File: src/rtl/bc_pkg.sv
// bc_pkg: constants and a saturation helper shared by the brightness/contrast adjuster.
// Rev 1.0
`default_nettype none

package bc_pkg;

   localparam int BRIGHT_STEP = 16;
   localparam int BRIGHT_MIN  = -128;
   localparam int BRIGHT_MAX  = 112;
   localparam int CONTR_MIN   = 0;
   localparam int CONTR_MAX   = 31;
   localparam int CONTR_RST   = 8;
   localparam int CONTR_SHIFT = 3;
   localparam int PIPE_LAT    = 3;

   // Clamp a signed intermediate pixel value into the unsigned 8-bit range.
   function automatic logic [7:0] clamp_u8(input logic signed [11:0] s);
      if (s < 12'sd0)
         return 8'd0;
      else if (s > 12'sd255)
         return 8'd255;
      else
         return s[7:0];
   endfunction

endpackage

`default_nettype wire

File: src/rtl/bc_channel.sv
// bc_channel: three-stage contrast/brightness pipeline for one 8-bit colour channel.
// Rev 1.0
`default_nettype none

module bc_channel
   import bc_pkg::*;
(
   input  logic              clk,
   input  logic              rst,
   input  logic              i_en,
   input  logic [7:0]        i_p,
   input  logic [4:0]        i_contr,
   input  logic signed [7:0] i_bright,
   output logic [7:0]        o_p
);

   logic signed [8:0]  w_d;
   logic signed [13:0] w_m;
   logic signed [10:0] w_mshift;
   logic signed [11:0] w_s;

   logic signed [13:0] r_m;
   logic signed [7:0]  r_bright;
   logic [7:0]         r_p1;
   logic               r_en1;
   logic signed [11:0] r_s;
   logic [7:0]         r_p2;
   logic               r_en2;

   always_comb begin
      w_d      = $signed({1'b0, i_p}) - 9'sd128;
      w_m      = w_d * $signed({1'b0, i_contr});
      w_mshift = 11'(r_m >>> CONTR_SHIFT);
      w_s      = 12'(w_mshift) + 12'sd128 + 12'(r_bright);
   end

   // Settings are captured alongside the pixel at S1 so later changes do not
   // disturb pixels already in flight.
   always_ff @(posedge clk) begin
      if (rst) begin
         r_m      <= '0;
         r_bright <= '0;
         r_p1     <= '0;
         r_en1    <= 1'b0;
         r_s      <= '0;
         r_p2     <= '0;
         r_en2    <= 1'b0;
         o_p      <= '0;
      end else begin
         r_m      <= w_m;
         r_bright <= i_bright;
         r_p1     <= i_p;
         r_en1    <= i_en;
         r_s      <= w_s;
         r_p2     <= r_p1;
         r_en2    <= r_en1;
         o_p      <= r_en2 ? clamp_u8(r_s) : r_p2;
      end
   end

endmodule

`default_nettype wire

File: src/rtl/bc_adjust.sv
// bc_adjust: frame-synchronised brightness/contrast settings and an RGB adjust pipeline.
// Rev 1.0
`default_nettype none

module bc_adjust
   import bc_pkg::*;
(
   input  logic              clk,
   input  logic              rst,
   input  logic              bc_en,
   input  logic              frame_en,
   input  logic              binc,
   input  logic              bdec,
   input  logic              cinc,
   input  logic              cdec,
   input  logic [7:0]        r_in,
   input  logic [7:0]        g_in,
   input  logic [7:0]        b_in,
   input  logic              pix_valid_in,
   output logic [7:0]        r_out,
   output logic [7:0]        g_out,
   output logic [7:0]        b_out,
   output logic              pix_valid_out,
   output logic signed [7:0] bright_lvl,
   output logic [4:0]        contr_lvl
);

   localparam logic signed [8:0] c_BMIN  = 9'(BRIGHT_MIN);
   localparam logic signed [8:0] c_BMAX  = 9'(BRIGHT_MAX);
   localparam logic signed [6:0] c_CMIN  = 7'(CONTR_MIN);
   localparam logic signed [6:0] c_CMAX  = 7'(CONTR_MAX);

   logic signed [7:0] r_bpend;
   logic signed [7:0] r_bact;
   logic [4:0]        r_cpend;
   logic [4:0]        r_cact;
   logic [PIPE_LAT-1:0] r_vld;

   logic signed [8:0] w_bstep;
   logic signed [8:0] w_bsum;
   logic signed [7:0] w_bnext;
   logic signed [6:0] w_cstep;
   logic signed [6:0] w_csum;
   logic [4:0]        w_cnext;

   always_comb begin
      w_bstep = '0;
      if (binc && !bdec)
         w_bstep = 9'(BRIGHT_STEP);
      else if (bdec && !binc)
         w_bstep = -9'(BRIGHT_STEP);
      w_bsum  = {r_bpend[7], r_bpend} + w_bstep;
      if (w_bsum < c_BMIN)
         w_bnext = 8'(BRIGHT_MIN);
      else if (w_bsum > c_BMAX)
         w_bnext = 8'(BRIGHT_MAX);
      else
         w_bnext = w_bsum[7:0];

      w_cstep = '0;
      if (cinc && !cdec)
         w_cstep = 7'sd1;
      else if (cdec && !cinc)
         w_cstep = -7'sd1;
      w_csum  = {2'b00, r_cpend} + w_cstep;
      if (w_csum < c_CMIN)
         w_cnext = 5'(CONTR_MIN);
      else if (w_csum > c_CMAX)
         w_cnext = 5'(CONTR_MAX);
      else
         w_cnext = w_csum[4:0];
   end

   // Active settings take the pending value as it stood before this cycle's pulses.
   always_ff @(posedge clk) begin
      if (rst) begin
         r_bpend <= '0;
         r_bact  <= '0;
         r_cpend <= 5'(CONTR_RST);
         r_cact  <= 5'(CONTR_RST);
         r_vld   <= '0;
      end else begin
         r_bpend <= w_bnext;
         r_cpend <= w_cnext;
         if (frame_en) begin
            r_bact <= r_bpend;
            r_cact <= r_cpend;
         end
         r_vld <= {r_vld[PIPE_LAT-2:0], pix_valid_in};
      end
   end

   assign bright_lvl    = r_bact;
   assign contr_lvl     = r_cact;
   assign pix_valid_out = r_vld[PIPE_LAT-1];

   bc_channel u_ch_r (
      .clk      (clk),
      .rst      (rst),
      .i_en     (bc_en),
      .i_p      (r_in),
      .i_contr  (r_cact),
      .i_bright (r_bact),
      .o_p      (r_out)
   );

   bc_channel u_ch_g (
      .clk      (clk),
      .rst      (rst),
      .i_en     (bc_en),
      .i_p      (g_in),
      .i_contr  (r_cact),
      .i_bright (r_bact),
      .o_p      (g_out)
   );

   bc_channel u_ch_b (
      .clk      (clk),
      .rst      (rst),
      .i_en     (bc_en),
      .i_p      (b_in),
      .i_contr  (r_cact),
      .i_bright (r_bact),
      .o_p      (b_out)
   );

endmodule

`default_nettype wire

File: config.mk
export PLATFORM = sky130hd
export DESIGN_NAME = bc_adjust
export DESIGN_NICKNAME = d
export VERILOG_FILES = /design/src/rtl/bc_pkg.sv /design/src/rtl/bc_channel.sv /design/src/rtl/bc_adjust.sv
export SDC_FILE = /design/constraint.sdc
export NUM_CORES = 1
export LEC_CHECK = 0
export CAP_MARGIN = 20
export CORE_MARGIN = 5
export CORE_UTILIZATION = 50
export CTS_CLUSTER_SIZE = 16
export DETAILED_ROUTE_END_ITERATION = 10
export PLACE_DENSITY = 0.69
export SLEW_MARGIN = 20
export SYNTH_ARGS = -nofsm -noshare
export SYNTH_HDL_FRONTEND = slang
export SYNTH_HIERARCHICAL = 1
export SYNTH_SLANG_ARGS = --single-unit
File: constraint.sdc
create_clock -name clk -period 13.3 [get_ports clk]
set_clock_uncertainty 0.15 [all_clocks]
set_input_delay 3.325 -clock clk [delete_from_list [all_inputs] [get_ports clk]]
set_output_delay 3.325 -clock clk [all_outputs]
set_load 0.005 [all_outputs]
== Word level (Yosys, flattened, before mapping) ==
Cells that the tools add are included.
Word-level totals
  bits in registers: 189
  bits in latches: 0
  bits in writable memories: 0
  bits in read-only memories: 0
  input bits: 33
  output and inout port bits: 38
  word-level logic and storage cells: 78
  memories kept: 0
Operators by class
  add/subtract/negate cells: 11
  multipliers: 3
  divide/modulo/power cells: 0
  order comparisons: 10
  equal/unequal tests: 0
  shift-type cells: 0
  multiplexer cells: 17
  bitwise operators: 0
  reductions and logical operators: 11
Operator list (count)
  $mux W8: 11
  $mul A9 B6 Y14: 3
  $add A11 B9 Y12 const B: 3
  $add A12 B8 Y12: 3
  $gt A12 B9 Y1 const B: 3
  $lt A12 B1 Y1 const B: 3
  $sub A8 B8 Y9 const B: 3
  $mux W9: 2
  $mux W7: 2
  $add A9 B9 Y9: 1
  $gt A9 B8 Y1 const B: 1
  $lt A9 B8 Y1 const B: 1
  $add A5 B7 Y7: 1
  $gt A7 B6 Y1 const B: 1
  $lt A7 B1 Y1 const B: 1
  $mux W5: 1
  $logic_and A1 B1 Y1: 4
  $logic_not A1 Y1: 4
  $mux W4: 1
  $reduce_or A2 Y1: 2
  $reduce_or A3 Y1: 1

== Depth between registers and ports, before layout ==
Gate-level depths: netlist of the first run.
  depth after elaboration: 8
  gate-level depth with buffers: 14
  gate-level depth less buffers: 13

== Modules after synthesis ==
Netlist of the first run, hierarchy kept.
By module, submodules not included
  bc_channel at u_ch_b: instances 1, cells each 403, area each 3764.9 um^2
  bc_channel at u_ch_g: instances 1, cells each 399, area each 3744.8 um^2
  bc_channel at u_ch_r: instances 1, cells each 392, area each 3722.3 um^2
  bc_adjust: instances 1, cells each 156, area each 1327.5 um^2

== Least setup slack after synthesis of the first run ==
Ideal clock, no wire load.
  kind: in2reg
  start: in g_in[7]
  end: reg u_ch_g.r_m[13]
  setup time: 131 ps
  data arrival time: 6470 ps
  data required time: 13019 ps
  path slack: 6549 ps
  cell stages on the path: 12
  path buffers: 0
  cell sequence: nor2b_1 > fa_1 > fa_1 > inv_1 > fa_1 > inv_1 > ha_1 > and3_1 > a2111oi_4 > o221ai_1 > a21oi_1 > nor3b_1
On the way
  word-level cells in the longest chain between the ends: 2
RTL lines
  start, declared: RTL line bc_adjust.sv:17  | input logic [7:0] g_in,
  $sub A8 B8 Y9: RTL line bc_channel.sv:31  | w_d = $signed({1'b0, i_p}) - 9'sd128;
  $mul A9 B6 Y14: RTL line bc_channel.sv:32  | w_m = w_d * $signed({1'b0, i_contr});
  end signal, assigned: RTL line bc_channel.sv:50  | r_m <= w_m;
  end, declared: RTL line bc_channel.sv:22  | logic signed [13:0] r_m;
Every way passes these cells.
A chain may end at the register's enable or synchronous reset.

== Worst setup path after layout of the first run ==
  start: in b_in[4]
  end: reg u_ch_b.r_m[10]
On the way
  word-level cells in the longest chain between the ends: 2
RTL lines
  start, declared: RTL line bc_adjust.sv:18  | input logic [7:0] b_in,
  $sub A8 B8 Y9: RTL line bc_channel.sv:31
  $mul A9 B6 Y14: RTL line bc_channel.sv:32
  end signal, assigned: RTL line bc_channel.sv:50
  end, declared: RTL line bc_channel.sv:22
Every way passes these cells.

==> results of run 1 <==
-- cells in the mapped netlist, types with 3 or more instances --
cell	n
nand3_1	12
a211o_1	3
a31oi_1	6
mux2i_1	32
o31ai_1	3
o21bai_1	10
o211ai_1	4
nor2_1	147
a21boi_0	4
xor2_1	24
o21ai_0	31
fa_1	71
or4_1	4
nand4_1	6
o21ai_1	8
mux2_2	3
a211oi_1	20
o21a_1	11
nand2_1	22
nor2b_1	109
and2_1	102
buf_4	4
inv_1	139
nor3_1	14
dfxtp_1	192
xnor2_1	26
clkbuf_1	28
and4_1	3
and3_1	8
ha_1	147
a21o_1	16
nor4_1	6
buf_2	7
nand4b_1	4
or3_1	4
nand2b_1	16
a21oi_1	52
buf_1	5
-- final cells by class --
cell class	instances	area [sq um]	area share [%]
diodes	1	2.502	0.01773
clock buffers	18	429.2	3.041
clock inverters	14	147.6	1.046
multi-input cells	987	8035	56.94
flip-flops and latches	192	3844	27.24
repair buffers	73	714.4	5.063
well taps	330	412.9	2.926
inverters	140	525.5	3.724
-- placed cells by master, fill, tap and decap left out, types with 4 or more instances in the layout --
cell,netlist,routed
dfxtp_1,192,192
nor2_1,147,147
ha_1,147,147
inv_1,139,139
nor2b_1,109,109
and2_1,102,102
fa_1,71,71
clkdlybuf4s50_1,0,65
a21oi_1,52,52
mux2i_1,32,32
o21ai_0,31,31
xnor2_1,26,26
xor2_1,24,24
nand2_1,22,22
a211oi_1,20,20
clkbuf_16,0,17
nand2b_1,16,16
conb_1,1,16
a21o_1,16,16
nor3_1,14,14
nand3_1,12,12
o21a_1,11,11
o21bai_1,10,10
and3_1,8,8
o21ai_1,8,8
buf_4,4,7
nor4_1,6,6
a31oi_1,6,6
nand4_1,6,6
o211ai_1,4,4
or4_1,4,4
a21boi_0,4,4
inv_6,0,4
or3_1,4,4
nand4b_1,4,4
-- sequential cells by signal, summed over array words and instances (netlist names), 11 cells and up --
register	flops
u_ch_b/r_s	12
u_ch_g/r_s	12
u_ch_r/r_s	12
u_ch_b/r_m	11
u_ch_g/r_m	11
u_ch_r/r_m	11
-- power breakdown --
part	switching, uW	internal (uW)
logic	412	316
registers	44.0	661
clock network	243	251
-- cell families after synthesis --
logic type	share of synthesized area (%)
fa+ha+maj	25.96
other cells	0.02986
simple gates	20.22
mux	3.088
compound gates	10.61
xor+xnor	3.616
flops	30.60
buf+inv	5.868
-- layer usage --
layer	track usage, %	vias up
li1	-	4569
met1	23.79	4162
met2	30.08	136
met3	2.546	17
met4	4.552	0
met5	0	-
-- path summary, 6_finish.rpt --
path             startpoint  depth (start not counted)              to
min reg2reg  u_ch_r/r_p1[1]                          1  u_ch_r/r_p2[1]
max reg2reg    contr_lvl[0]                         13  u_ch_g/r_m[13]
min          u_ch_r/r_p1[1]                          1  u_ch_r/r_p2[1]
max                 b_in[4]                         13  u_ch_b/r_m[10]
-- metrics by stage --
| stage | power (uW) | hold slack, ns |
|---|---|---|
| after floorplan | 1274 | 0.2638 |
| after global placement | 1430 | 0.2674 |
| after detailed placement | 1440 | 0.2739 |
| after CTS | 1945 | 0.2881 |
| after global routing | 2084 | 0.2998 |
| final | 1927 | 0.2859 |
-- critical path: cells and delay by family --
family,cells,cell delay [ns]
simple gates,2,0.38
fa+ha+maj,4,1.86
buf+inv,3,0.62
compound gates,4,1.02
==> impl_metrics.json, run 1 <==
{
  "syn_to_final_growth_pct": 12.35,
  "numCtsBuffers": 17,
  "required_ns": 13.44,
  "clkTransAtPathRegs_ns": 0.07,
  "worstSetupPathType": "in2reg",
  "grt_max_degree": 81,
  "dieHeight_um": 168.5,
  "drtPass1Iterations": 4,
  "report.final.slew_viol_count": 0,
  "start_kind": "primary input",
  "route.met3.wl_um": 758,
  "layout_setup_ws_ns": 6.210,
  "synthDistinctLibCells": 74,
  "clockBufferDepth": 2,
  "fin_crit_ns": 7.090,
  "synth_top_area_cell": "dfxtp_1",
  "die_x_um": 168.5,
  "nets": 1662,
  "tightest_slew_ns": 0.7711,
  "wire_per_inst_um": 13.90,
  "grt_first_pass_wirelength_um": 41510,
  "maxUsedRoutingLayer": "met4",
  "finalSetupTns_ns": 0,
  "drt_iter0_drc": 376,
  "insertion_delay_ns": 0.43,
  "synth_edf_count": 0,
  "grt_overflow_total": 0,
  "fill_cells": 2296,
  "synth-seq-area-share_pct": 30.60,
  "cts_tree": "yes",
  "path_cells": "clkdlybuf4s50_1 > and2_1 > fa_1 > inv_1 > fa_1 > fa_1 > inv_1 > ha_1 > o21ai_0 > o21bai_1 > a2111oi_0 > o21ai_0 > nor3b_1",
  "crit_top_cell": "fa_1",
  "pre_cts_ws_ns": 5.788,
  "max_freq_ghz": 0.1410,
  "clock-sinks": 192,
  "post_cts_buffers": 0,
  "synth_top_area_share_pct": 30.60,
  "final_cells": 1755,
  "wl_met2_um": 11570,
  "syn_inst": 1350,
  "vias": 8884,
  "r2r_slack_ns": 8.97,
  "drive_above_1_share_pct": 4.284,
  "cp_max_fo": 6,
  "post-route-period-util_pct": 53.31,
  "syn_area_sq_um": 12560,
  "drt_wl_total_um": 24400,
  "grtUsageTotal_pct": 17.68,
  "place_area_sq_um": 13530,
  "grt_setup_unrepaired": "false",
  "vias_per_cell": 5.062,
  "outcome": "finished, final reports clean",
  "drt-met1-wl_um": 11680,
  "final_area_sq_um": 14110,
  "avgSynthCellArea_sq_um": 9.303,
  "ys_ff_latch": 192,
  "num_rows": 58,
  "setup_violations": 0,
  "final_core_util_pct": 56.53,
  "slowest_delay_ns": 0.54,
  "dp_hpwl_um": 18030,
  "p_per_area_nw_per_um2": 136.5,
  "port_buffers": 66,
  "dpl.cell_count": 1722,
  "cts_resized": 0,
  "synthFlopType": "dfxtp_1",
  "leakagePower_uw": 0.006532,
  "final-hold-violation-count": 0,
  "synthArstFlopShare_pct": 0,
  "initial_core_util_pct": 50.31,
  "synthTopCellsByArea": "dfxtp_1 31%, ha_1 15%, fa_1 11%",
  "cp_slowest_cell": "fa_1",
  "gp_congestion": 0.8388,
  "die_area_sq_um": 28390,
  "antenna_found_initial": 0,
  "ios": 71,
  "yosys_warnings": 6,
  "antenna_left": 0,
  "placeableCoreArea_sq_um": 24960,
  "drv_cap": 0,
  "clockRootBuffer": "clkbuf_16",
  "worstSetupEndpointType": "register",
  "peakVddDrop_v": 0.00009324,
  "critPathArrivalTime_ns": 7.23,
  "slew_headroom_pct": 48.59,
  "hold_path_class": "reg2reg",
  "drc": 0,
  "hold_buffers": 0,
  "grt_pass1_vias": 8745,
  "htreeDepth": 4
}
No activity file was read; power rests on OpenSTA's default activity.
==> run 2: changes to the inputs <==
Clock period 13.3 ns to 6.6 ns, I/O delays scaled along.
==> run 2 against run 1 <==
  * Via count is 0.20% higher
  * Critical path depth unchanged
  * Worst setup slack lost 5.1 ns
  * Sequential power is 110% higher
==> impl_metrics.json, run 2 (same netlist as run 1, synthesis figures left out) <==
{
  "outcome": "finished, final reports clean",
  "die_x_um": 168.5,
  "final_cell_mix": "191 x dfxtp_1, 147 x nor2_1, 147 x ha_1",
  "clkTransAtPathRegs_ns": 0.07,
  "peakVddDrop_v": 0.0001678,
  "drtPass1Iterations": 5,
  "port_buffers": 66,
  "p_per_area_nw_per_um2": 278.1,
  "gp_congestion": 0.8544,
  "post-route-period-util_pct": 82.73,
  "cpLargestDelayFamily": "adder cells",
  "htreeDepth": 4,
  "grt_pass1_vias": 8774,
  "drc": 0,
  "worstSetupPathType": "in2reg",
  "grt_setup_unrepaired": "false",
  "finalSetupTns_ns": 0,
  "antenna_left": 0,
  "die_area_sq_um": 28390,
  "tightest_slew_ns": 1.022,
  "path_cells": "clkdlybuf4s50_1 > nor2b_1 > fa_1 > fa_1 > inv_1 > fa_1 > inv_1 > ha_1 > and3_1 > a2111oi_4 > o221ai_1 > a21oi_1 > nor3b_1",
  "final_cells": 1753,
  "drv_cap": 0,
  "vias_per_cell": 5.078,
  "clockBufferDepth": 2,
  "max_freq_ghz": 0.1832,
  "grtUsageTotal_pct": 17.66,
  "vias": 8902,
  "wire_per_inst_um": 13.80,
  "numCtsBuffers": 17,
  "insertion_delay_ns": 0.43,
  "critPathArrivalTime_ns": 5.61,
  "required_ns": 6.75,
  "post_cts_buffers": 0,
  "dpl.cell_count": 1721,
  "hold_buffers": 0,
  "nets": 1661,
  "dieHeight_um": 168.5,
  "worstSetupEndpointType": "register",
  "cts_resized": 0,
  "num_rows": 58,
  "drt_wl_total_um": 24180,
  "clockRootBuffer": "clkbuf_16",
  "initial_core_util_pct": 50.31,
  "slew_headroom_pct": 31.80,
  "largest_registers": "u_ch_b/r_s (12), u_ch_g/r_s (12), u_ch_r/r_s (12)",
  "hold_path_class": "reg2reg",
  "final-hold-violation-count": 0,
  "ios": 71,
  "drive_above_1_share_pct": 4.357,
  "report.final.slew_viol_count": 0,
  "drt_iter0_drc": 428,
  "start_kind": "primary input",
  "final_common_cell": "dfxtp_1",
  "dp_hpwl_um": 18300,
  "cp_max_fo": 7,
  "slowest_delay_ns": 0.52,
  "leakagePower_uw": 0.006538,
  "antenna_cells": 0,
  "grt_max_degree": 95,
  "path_buf_inv": 3,
  "placeableCoreArea_sq_um": 24960,
  "cp_slowest_cell": "fa_1",
  "setup_violations": 0,
  "fin_crit_ns": 5.460,
  "crit_top_cell": "fa_1",
  "cts_tree": "yes",
  "clock-sinks": 192,
  "syn_to_final_growth_pct": 12.53,
  "grt_overflow_total": 0,
  "grt_first_pass_wirelength_um": 41550,
  "final_core_util_pct": 56.62,
  "antenna_found_initial": 0
}
==> run 2: changes by cell type in the layout (fill, tap and decap cells not counted), sizes merged <==
cell      before  now
clkinv         6    3
buf            8    7
bufinv         0    1
clkinvlp       1    2
diode          1    0
inv          147  148
==> run 2: worst paths after layout <==
| check | cells past startpoint | slack, ns | from | to |
|---|---|---|---|---|
| max | 13 | 1.14 | g_in[7] | u_ch_g/r_m[13] |
| max reg2reg | 13 | 1.72 | contr_lvl[0] | u_ch_g/r_m[13] |
| min | 1 | 0.29 | u_ch_g/r_p1[0] | u_ch_g/r_p2[0] |
| min reg2reg | 1 | 0.29 | u_ch_g/r_p1[0] | u_ch_g/r_p2[0] |
==> run 2: cell type report <==
type                       count  area [sq um]
fill                        2295         10830
multi-input combinational    987          8035
clock inverter                14         168.9
clock buffer                  18         439.2
tap                          330         412.9
sequential                   192          3845
timing repair buffer          72         706.9
inverter                     140         525.5
==> run 2: per-stage QoR <==
stage	instance area, sq um	hold slack [ns]	worst slack [ns]	total power, uW
2_1_floorplan	12620	0.2638	1.524	2567
3_5_place_dp	13520	0.2747	0.7699	2910
6_report	14130	0.2857	1.140	3930
5_1_grt	14130	0.2989	0.8986	4257
3_3_place_gp	13520	0.2674	0.8693	2884
4_1_cts	14130	0.2905	1.188	3974
==> run 2: metal layers <==
| metal | wire, um | GRT usage, % | vias up |
|---|---|---|---|
| li1 | - | - | 4569 |
| met1 | 11540 | 23.32 | 4197 |
| met2 | 11630 | 30.61 | 118 |
| met3 | 731 | 2.639 | 18 |
| met4 | 286 | 4.375 | 0 |
| met5 | 0 | 0 | - |
==> run 2: power by group <==
part,leakage (uW),total (uW),internal [uW],switching (uW)
combinational,0.00466,1440,636,802
clock,0.000291,1050,553,492
sequential,0.00159,1450,1330,114
==> run 2: worst register-to-register path, stage by stage, from the launching register on <==
cell and delay [ns]:
dfxtp_1 0.79, buf_4 0.33, nor2b_1 0.36, fa_1 0.50, fa_1 0.49, inv_1 0.05, fa_1 0.52, inv_1 0.04
ha_1 0.36, and3_1 0.22, a2111oi_4 0.42, o221ai_1 0.24, a21oi_1 0.22, nor3b_1 0.07
==> run 3: changes to the inputs <==
Settings changed: PLACE_DENSITY 0.69 to 0.71.
Clock period 6.6 ns to 4.55 ns, I/O delays scaled along.
==> run 3 against run 2 <==
  * Sequential share of layout area decreased by 1.7 points
  * Power increased by 54%
  * Die area unchanged
  * Global-route usage increased by 1.5 points
  * Non-clock buffer count increased by 103
  * Worst setup slack got worse by 1.0 ns
  * Register-to-register slack got worse by 1.5 ns
  * Largest cell class unchanged
==> impl_metrics.json, run 3 (same netlist as run 1, synthesis figures left out) <==
{
  "clock-sinks": 192,
  "nets": 1764,
  "r2r_end": "u_ch_r/r_m[11]",
  "fill_cells": 2175,
  "drc": 0,
  "dieHeight_um": 168.5,
  "fin_crit_ns": 4.452,
  "ios": 71,
  "die_area_sq_um": 28390,
  "report.final.slew_viol_count": 0,
  "min_to": "r_vld[2]",
  "start_kind": "primary input",
  "drv_cap": 0,
  "reg2reg_depth": 13,
  "crit_top_cell": "fa_1",
  "worstSetupPathType": "in2reg",
  "grt_overflow_total": 0,
  "tightest_slew_ns": 0.6694,
  "path_buf_inv": 4,
  "num_rows": 58,
  "antenna_cells": 0,
  "dp_hpwl_um": 20490,
  "wire_per_inst_um": 14.34,
  "vias": 9449,
  "r2r_slack_ns": 0.25,
  "hold_path_class": "reg2reg",
  "clockRootBuffer": "clkbuf_16",
  "largest_registers": "u_ch_b/r_s (12), u_ch_g/r_s (12), u_ch_r/r_s (12)",
  "cp_slowest_cell": "fa_1",
  "peakVddDrop_v": 0.0002247,
  "cpLargestDelayFamily": "adder cells",
  "antenna_found_initial": 0,
  "slowest_delay_ns": 0.54,
  "dpl.cell_count": 1822,
  "slew_headroom_pct": 55.31,
  "initial_core_util_pct": 50.31,
  "port_buffers": 66,
  "insertion_delay_ns": 0.44,
  "numCtsBuffers": 17,
  "gp_congestion": 0.8706,
  "clockBufferDepth": 2,
  "cts_tree": "yes",
  "htreeDepth": 4,
  "max_freq_ghz": 0.2246,
  "finalSetupTns_ns": 0,
  "placeableCoreArea_sq_um": 24960,
  "antenna_left": 0,
  "r2r_start": "contr_lvl[1]",
  "p_per_area_nw_per_um2": 401.0,
  "outcome": "finished, final reports clean",
  "post-route-period-util_pct": 97.84,
  "vias_per_cell": 5.091,
  "drive_above_1_share_pct": 12.65,
  "clkTransAtPathRegs_ns": 0.07,
  "path_cells": "clkdlybuf4s50_1 > buf_4 > and2_1 > fa_1 > fa_1 > inv_1 > fa_1 > inv_1 > ha_1 > o21ai_2 > o21bai_2 > a41oi_2 > xor2_1 > nor2_1",
  "final_cells": 1856,
  "syn_to_final_growth_pct": 20.06,
  "final-hold-violation-count": 0,
  "drt_iter0_drc": 517,
  "grt_pass1_vias": 9497,
  "cp.depth": 14,
  "setup_violations": 0,
  "final_common_cell": "dfxtp_1",
  "worstSetupEndpointType": "register",
  "drt_wl_total_um": 26620,
  "drtPass1Iterations": 5,
  "hold_depth": 1,
  "cp_max_fo": 4,
  "min_from": "r_vld[1]",
  "leakagePower_uw": 0.007144,
  "critPathArrivalTime_ns": 4.60,
  "grt_first_pass_wirelength_um": 44790,
  "die_x_um": 168.5,
  "required_ns": 4.70,
  "final_cell_mix": "191 x dfxtp_1, 147 x nor2_1, 143 x ha_1",
  "grt_max_degree": 69,
  "grtUsageTotal_pct": 19.15
}
[run 3: worst max-delay path by stage]
stage / startpoint / to / slack, ns
CTS: g_in[3] / u_ch_g/r_m[10] / 0.002
global placement: g_in[7] / u_ch_g/r_m[13] / -0.54
floorplan: r_in[7] / u_ch_r/r_m[11] / 0.01
global route: b_in[5] / u_ch_b/r_m[11] / -0.02
detailed placement: r_in[7] / u_ch_r/r_m[11] / -0.58
finish: b_in[5] / u_ch_b/r_m[11] / 0.1
[run 3: through the flow]
stage               instance area, sq um  setup slack (ns)  power [uW]  hold slack, ns  utilization, %
floorplan                          12620           0.01274        3727          0.2638               -
global placement                   14290           -0.5376        4447          0.2651           57.25
detailed placement                 14290           -0.5811        4501          0.2712           57.25
CTS                                14950          0.001680        6043          0.2870           59.87
global route                       15080          -0.01734        6509          0.2973           60.41
finish                             15080           0.09816        6046          0.2866           60.41
[run 3: repair_timing]
| item | CTS | global route |
|---|---|---|
| resized for setup | 16 | 35 |
| endpoints found under the setup margin | 10 | 17 |
| setup buffers | 2 | 0 |
| pin swaps | 8 | 20 |
| hold buffers | 0 | 0 |
[run 3: cell type report]
class	count	area [sq um]	area share (%)
multi-input cells	987	8203	54.40
flip-flops and latches	192	3845	25.50
repair buffers	175	1489	9.874
inverters	140	525.5	3.485
clock buffers	17	425.4	2.821
well taps	330	412.9	2.738
clock inverters	15	178.9	1.187
[run 3: power by group]
part	internal [uW]	leakage (uW)	switching [uW]	total, uW
clock network	748	0.000292	747	1500
logic	1180	0.00527	1280	2460
registers	1930	0.00159	160	2090
total	3860	0.00714	2190	6050
[run 3: per-layer routing]
layer | global-route usage, % | wire (um) | up-vias
met5 | 0 | 0 | -
li1 | - | - | 4773
met4 | 5.963 | 406 | 0
met2 | 33.60 | 13180 | 173
met3 | 3.013 | 1030 | 29
met1 | 24.29 | 12000 | 4474
